### config.mk
export PLATFORM = sky130hd
export DESIGN_NAME = regfile_nib_swap
export DESIGN_NICKNAME = d
export VERILOG_FILES = /design/src/rtl/regfile_pkg.sv /design/src/rtl/nib_swap_fsm.sv /design/src/rtl/regfile_nib_swap.sv
export SDC_FILE = /design/constraint.sdc
export NUM_CORES = 1
export LEC_CHECK = 0
export BUFFER_PORTS_ARGS = -buffer_cell sky130_fd_sc_hd__buf_2
export CAP_MARGIN = 20
export CORE_MARGIN = 2
export CORE_UTILIZATION = 35
export CTS_CLUSTER_SIZE = 14
export DETAILED_ROUTE_END_ITERATION = 12
export HOLD_SLACK_MARGIN = 0.1
export PLACE_DENSITY = 0.5
export SYNTH_ARGS = -nofsm -noshare
export SYNTH_HDL_FRONTEND = slang
export SYNTH_HIERARCHICAL = 1
export SYNTH_SLANG_ARGS = --single-unit
### constraint.sdc
create_clock -name clk -period 3.8 [get_ports clk]
set_input_delay 0.76 -clock clk [delete_from_list [all_inputs] [get_ports clk]]
set_output_delay 0.76 -clock clk [all_outputs]
set_load 0.01 [all_outputs]
### src/rtl/regfile_pkg.sv
// Shared constants and types for the register file with nibble-swap engine.
// The module parameters take their defaults from here.
package regfile_pkg;

    localparam int NIB_W_DEF     = 4;
    localparam int DATA_W_DEF    = 28;
    localparam int BOARD_IDX_DEF = 0;
    localparam int GOAL_IDX_DEF  = 1;
    localparam int CNT_IDX_DEF   = 7;

    localparam logic [DATA_W_DEF-1:0] INIT_BOARD_DEF = 28'hADEB567;
    localparam logic [DATA_W_DEF-1:0] INIT_GOAL_DEF  = 28'h5679DAF;

    typedef enum logic [1:0] {
        IDLE,
        LATCH,
        COMMIT
    } swap_state_t;

endpackage

### src/rtl/nib_swap_fsm.sv
// Swap sequencer: captures a request, checks the nibble indices, strobes commit,
// and then pulses done. Requests that arrive while the engine is busy are ignored.
module nib_swap_fsm
    import regfile_pkg::*;
#(
    parameter int NIBS = 7,
    parameter int SW_W = $clog2(NIBS)
) (
    input  logic            clk,
    input  logic            rst_n,
    input  logic            swap_req,
    input  logic [SW_W-1:0] swap_a,
    input  logic [SW_W-1:0] swap_b,
    output logic            busy,
    output logic            done,
    output logic            err,
    output logic            commit,
    output logic [SW_W-1:0] lat_a,
    output logic [SW_W-1:0] lat_b
);

    swap_state_t     state_q;
    logic [SW_W-1:0] a_q, b_q;
    logic            busy_q, done_q, err_q;
    logic            bad_idx;

    assign bad_idx = (int'(a_q) >= NIBS) || (int'(b_q) >= NIBS);

    always_ff @(posedge clk) begin
        if (!rst_n) begin
            state_q <= IDLE;
            a_q     <= '0;
            b_q     <= '0;
            busy_q  <= 1'b0;
            done_q  <= 1'b0;
            err_q   <= 1'b0;
        end else begin
            done_q <= 1'b0;
            err_q  <= 1'b0;
            case (state_q)
                IDLE: begin
                    if (swap_req) begin
                        a_q     <= swap_a;
                        b_q     <= swap_b;
                        busy_q  <= 1'b1;
                        state_q <= LATCH;
                    end
                end
                LATCH: begin
                    if (bad_idx) begin
                        err_q   <= 1'b1;
                        busy_q  <= 1'b0;
                        state_q <= IDLE;
                    end else begin
                        state_q <= COMMIT;
                    end
                end
                COMMIT: begin
                    done_q  <= 1'b1;
                    busy_q  <= 1'b0;
                    state_q <= IDLE;
                end
                default: begin
                    busy_q  <= 1'b0;
                    state_q <= IDLE;
                end
            endcase
        end
    end

    assign busy   = busy_q;
    assign done   = done_q;
    assign err    = err_q;
    assign commit = (state_q == COMMIT);
    assign lat_a  = a_q;
    assign lat_b  = b_q;

endmodule

### src/rtl/regfile_nib_swap.sv
// Register file with nibble-masked write port, same-cycle write forwarding,
// per-register write protection, a board nibble-swap engine and a board==goal flag.
module regfile_nib_swap
    import regfile_pkg::*;
#(
    parameter int                DATA_W     = DATA_W_DEF,
    parameter int                NIB_W      = NIB_W_DEF,
    parameter int                DEPTH      = 16,
    parameter int                NRD        = 2,
    parameter int                BOARD_IDX  = BOARD_IDX_DEF,
    parameter int                GOAL_IDX   = GOAL_IDX_DEF,
    parameter int                CNT_IDX    = CNT_IDX_DEF,
    parameter logic [DEPTH-1:0]  RO_MASK    = 16'h0002,
    parameter logic [DATA_W-1:0] INIT_BOARD = INIT_BOARD_DEF,
    parameter logic [DATA_W-1:0] INIT_GOAL  = INIT_GOAL_DEF,
    localparam int               NIBS       = DATA_W / NIB_W,
    localparam int               ADDR_W     = $clog2(DEPTH),
    localparam int               SW_W       = $clog2(NIBS)
) (
    input  logic                    clk,
    input  logic                    rst_n,
    input  logic [NRD*ADDR_W-1:0]   src,
    output logic [NRD*DATA_W-1:0]   rdata,
    input  logic                    we,
    input  logic [ADDR_W-1:0]       dst,
    input  logic [NIBS-1:0]         wmask,
    input  logic [DATA_W-1:0]       wdata,
    input  logic                    swap_req,
    input  logic [SW_W-1:0]         swap_a,
    input  logic [SW_W-1:0]         swap_b,
    output logic                    swap_busy,
    output logic                    swap_done,
    output logic [DATA_W-1:0]       board,
    output logic [DATA_W-1:0]       cnt,
    output logic                    comp,
    output logic                    err
);

    logic [DEPTH-1:0][DATA_W-1:0] regs_q, regs_d;
    logic [DATA_W-1:0]            wr_bits, wr_merged, swapped;
    logic                         wr_ro, collide, wr_ok;
    logic                         commit, fsm_err;
    logic [SW_W-1:0]              lat_a, lat_b;
    logic                         err_q, err_d, comp_q, comp_d;

    nib_swap_fsm #(.NIBS(NIBS), .SW_W(SW_W)) u_fsm (
        .clk      (clk),
        .rst_n    (rst_n),
        .swap_req (swap_req),
        .swap_a   (swap_a),
        .swap_b   (swap_b),
        .busy     (swap_busy),
        .done     (swap_done),
        .err      (fsm_err),
        .commit   (commit),
        .lat_a    (lat_a),
        .lat_b    (lat_b)
    );

    always_comb begin
        wr_bits = '0;
        for (int n = 0; n < NIBS; n++) wr_bits[n*NIB_W +: NIB_W] = {NIB_W{wmask[n]}};
    end

    assign wr_ro     = RO_MASK[dst];
    assign wr_merged = (regs_q[dst] & ~wr_bits) | (wdata & wr_bits);
    // The swap engine owns BOARD and CNT during its commit cycle.
    assign collide   = commit && (dst == ADDR_W'(BOARD_IDX) || dst == ADDR_W'(CNT_IDX));
    assign wr_ok     = we && !wr_ro && !collide;

    always_comb begin
        swapped = regs_q[BOARD_IDX];
        for (int n = 0; n < NIBS; n++) begin
            if (SW_W'(n) == lat_a)
                swapped[n*NIB_W +: NIB_W] = regs_q[BOARD_IDX][int'(lat_b)*NIB_W +: NIB_W];
            else if (SW_W'(n) == lat_b)
                swapped[n*NIB_W +: NIB_W] = regs_q[BOARD_IDX][int'(lat_a)*NIB_W +: NIB_W];
        end
    end

    always_comb begin
        regs_d = regs_q;
        if (wr_ok) regs_d[dst] = wr_merged;
        if (commit) begin
            regs_d[BOARD_IDX] = swapped;
            regs_d[CNT_IDX]   = regs_q[CNT_IDX] + DATA_W'(1);
        end
        err_d  = we && (wr_ro || collide);
        comp_d = (regs_q[BOARD_IDX] == regs_q[GOAL_IDX]);
    end

    always_ff @(posedge clk) begin
        if (!rst_n) begin
            regs_q            <= '0;
            regs_q[BOARD_IDX] <= INIT_BOARD;
            regs_q[GOAL_IDX]  <= INIT_GOAL;
            err_q             <= 1'b0;
            comp_q            <= 1'b0;
        end else begin
            regs_q <= regs_d;
            err_q  <= err_d;
            comp_q <= comp_d;
        end
    end

    // Forwarding shows the port write only; a swap commit appears the next cycle.
    for (genvar k = 0; k < NRD; k++) begin : g_rd
        logic [ADDR_W-1:0] ra;
        assign ra = src[k*ADDR_W +: ADDR_W];
        assign rdata[k*DATA_W +: DATA_W] = (we && !wr_ro && dst == ra) ? wr_merged : regs_q[ra];
    end

    assign board = regs_q[BOARD_IDX];
    assign cnt   = regs_q[CNT_IDX];
    assign comp  = comp_q;
    assign err   = err_q | fsm_err;

endmodule

==> results.txt <==
Synthesis produced 2690 cells. Path class of the lowest-slack min-delay path: primary input to flip-flop. The run gives 2748 as the synthesized net count. The maximum single-stage delay on the critical path is 0.82 ns.

By startpoint and endpoint, the worst setup path is classified as primary input to output port. Walking the worst path, the cells encountered are buf_4 > nand2b_1 > o21ai_0 > or4_2 > buf_4 > o21ai_1 > buf_2. Of the total synthesized cell area, the portion taken by XOR and XNOR cells is 1.13%. The total length of routed met2 wires was 56.3 mm; the detail-routed net length per standard cell was 33.2 µm. The filler cells instantiated in the layout total 7636.

Among all flip-flop cells after synthesis, the most frequent one is dfxtp_1. The critical path data required time is 3.04 ns. The floorplan step defined a core boundary enclosing 79100 µm². The number of antenna diodes in the final layout is 0. Together, buffers and inverters on the worst path number 3. From bottom edge to top edge, the die measures 287 µm.

For the pin with the worst max-slew slack, the measured transition is 1.20 ns. For this run the aggregate overflow at the end of global routing stands at 0. Summing all flip-flop and latch instances after layout gives 9230 µm². The number of buffer cells added on primary ports is 172, and the number of unique standard cell types used by synthesis is 75. For this design the ratio of total power to cell area is 387 nW/µm².

The detail route stage leaves a number of antenna-violating nets equal to 0. The buffer levels on the longest clock path is 3, and the per-cell via count in the routed design is 6.56. In the final design database the tool counted 2893 nets.

In this run the critical register-to-register path is captured at board[6]. Fraction of registers with async set/reset: 0%. The final RePlAce weighted congestion is 0.966. The clock insertion delay at the later pin of the skew report came out at 0.62 ns. The adder-cell area share of the yosys netlist was 0.0446%; the tightest slew margin relative to the limit was 19.9%. Worst-path cell with the longest stage delay: or4_2. The library cell used most frequently in the layout, excluding fill and tap cells, is dfxtp_1.

Number of global-route vias before repair: 24800. The count of hold-fix buffers inserted at cts is 0, and the share of final-layout standard cells stronger than drive strength 1 is 31.7%. The fraction of the core area covered by cells at the end of the flow is 41.8%, and the count of vias placed by the detailed router is 25700. The average cell area after synthesis was 10.4 µm²; the share of the clock period used by the worst path after layout was 99.2%. The synthesized-area fraction occupied by and/or/nand/nor cells was 11.0%; the max-capacitance violation count was 0. Global routing consumed, over all layers together, 31.1% of the routing resources. Launching element type of the critical path: a primary input. Once routing completed, OpenROAD measured the worst setup slack at 0.0304 ns. The tree is rooted in a clkbuf_16.

The number of enable-type register cells in the synthesized netlist works out to 0. In this run the core area contains 103 standard-cell rows. The wire length on met1 is 52.2 mm, and the number of post-CTS setup repair buffers is 0. The path depth of the worst reg2reg path is 5, and the leakage dissipation is 12.0 nW. The cell that appears most often on the critical path is buf_4. For this run, the number of Yosys warnings is 6. From synthesis to final layout, the design area changed by 18.0%. The run gives 0 as the hold violation total from the final report. Clock tree synthesis inserted a total of 54 buffers. Derived from the worst setup path, the maximum achievable clock frequency is 0.265 GHz. Number of setup violations in the final report: 0.

Entering global routing, the biggest net connects 56 pins. For this configuration, the core starts out at a cell density of 35.4%. The run gives 173 as the top-level I/O count. Following the worst setup path forward leads to its endpoint at rdata[23].

The total DRC errors in the routed layout was 0. The HPWL after detailed placement was 91.2 mm; the area of combinational cells with multiple inputs was 17500 µm². Prior to clock tree synthesis, the placed netlist has a worst setup slack of -0.0746 ns. Mux share of post-synthesis cell area: 32.9%. Horizontal extent of the die: 287 µm. The tools report the origin of the worst setup path as dst[1]. The time the worst path needs with I/O delays and setup works out to 3.77 ns.

In this run the critical register-to-register path is launched from u_fsm/lat_a[0]. The first detailed-routing pass ran for 6 iterations. The tools report the kind of capture point of the worst setup path as an output port. Summed over all layers, the routed wires come to 130 mm. Clock-pin slew was measured on the worst setup and hold paths at 0.06 ns. Post-synthesis sequential element count: 461.

Sequential elements use 32.9% of the synthesized area. TritonCTS built the clock tree. Maximum fanout encountered on the critical timing path: 32.

Setup repair after global routing left no endpoint under its margin. The peak ir drop on the vdd network was 0.376 mV. The initial antenna violation count came out at 3. The top cell types in the final layout, fill and taps aside, are dfxtp_1, nand2_1, mux4_2, o21ai_1, buf_4. The H-tree depth is 2, and the count of routing violations after the opening detailed-route iteration is 3555. The highest routed metal layer is met5. After synthesis the cells add up to 28000 µm². For this design, the sink count on the clock tree is 461.

The first global-routing pass estimated 184 mm of wire. After synthesis, the largest family of logic cells by area is multiplexers. The final worst clock skew was 0.0133 ns. The synthesized netlist devotes 16.4% of its cell area to compound gates. The flow ran to the end, and the final reports show no timing, DRC or antenna violations.

The run gives 14.7 mm as the wire length on met3. Data on the critical path arrives at its endpoint at 3.01 ns. In this design, the largest share of critical-path delay is due to simple AND/OR/NAND/NOR gates. The die covers 82400 µm². The critical path crosses 7 cells after its start point. In this run the register-to-register setup slack is 0.92 ns. For the max-slew violation count, the log shows 0.
==> where the power goes <==
group / switching (mW) / internal [mW]
sequential: 0.144 / 4.91
combinational: 1.23 / 0.760
clock: 2.26 / 3.50
==> state kept, by name (all words and copies together) (netlist names) <==
register and cells:
err_q 1, u_fsm/err 1, u_fsm/lat_b 3, u_fsm/busy 1
regs_q 392, cnt 28, board 28, u_fsm/state_q 2
comp 1, u_fsm/lat_a 3, u_fsm/done 1
==> layer usage <==
metal | global-route usage (%) | up-vias
met1 | 42.4 | 13100
li1 | - | 10600
met3 | 7.45 | 365
met4 | 14.8 | 2
met5 | 0 | -
met2 | 46.3 | 1736
==> through the flow <==
step | instance area [µm²] | total power [mW] | hold WS (ns) | TNS [ns] | cells
2_1_floorplan | 28000 | 6.18 | 0.446 | 0 | 2690
3_3_place_gp | 31100 | 7.08 | 0.456 | -0.306 | 3829
3_5_place_dp | 31100 | 7.09 | 0.468 | -0.141 | 3829
4_1_cts | 33000 | 12.8 | 0.384 | 0 | 3927
5_1_grt | 33100 | 13.1 | 0.399 | 0 | 3927
6_report | 33100 | 12.8 | 0.404 | 0 | 3927
==> worst min-delay path by stage <==
stage,cells after the start,to,from,slack (ns)
after floorplan,2,regs_q[281],regs_q[281],0.45
after global placement,2,regs_q[325],regs_q[325],0.46
after detailed placement,2,regs_q[226],regs_q[226],0.47
after CTS,3,u_fsm/lat_a[0],swap_a[0],0.38
after global routing,3,u_fsm/lat_a[0],swap_a[0],0.40
final,3,u_fsm/lat_a[0],swap_a[0],0.40
==> tightest hold or removal path, cell delays in order <==
cell     delay, ns
buf_2         0.08
mux2i_1       0.06
nor2b_1       0.09
==> final cells by class <==
type,instances,share of cell area (%)
Multi-Input combinational cell,1904,52.9
Sequential cell,461,27.9
Timing Repair Buffer,398,9.13
Clock buffer,73,4.76
Tap cell,1050,3.97
Clock inverter,25,1.12
Inverter,16,0.182
==> cells by family (layout without fill, tap and decap cells) <==
logic type	after synthesis	in the layout
AO/OA/AOI/OAI	691	691
XOR/XNOR	36	36
adder cells (fa/ha/maj)	1	1
multiplexers	495	495
buffers and inverters	325	512
AND/OR/NAND/NOR	681	681
flip-flops	461	461
==> cells in the mapped netlist (18+ instances only) <==
library cell / n / area, µm²
nor2_1: 67 / 251
nand2_1: 409 / 1540
mux4_2: 338 / 7610
mux2i_1: 137 / 1370
a21oi_1: 24 / 120
o32a_1: 20 / 200
nand2b_1: 60 / 375
buf_1: 33 / 124
o21ai_1: 218 / 1090
a22o_1: 88 / 771
buf_2: 49 / 245
o21ai_0: 142 / 711
o22ai_1: 65 / 407
and2_1: 20 / 125
buf_4: 58 / 435
a31oi_1: 21 / 131
mux2_2: 18 / 203
o41ai_2: 21 / 342
dfxtp_1: 461 / 9230
nor2b_1: 18 / 113
nand3_1: 22 / 110
xor2_1: 23 / 201
clkbuf_1: 160 / 601
==> repair_timing <==
item,in CTS,in global routing
pin swaps,0,1
endpoints found under the setup margin,3,5
resized for setup,3,4
Note: power is estimated with default switching activity, not from simulation.
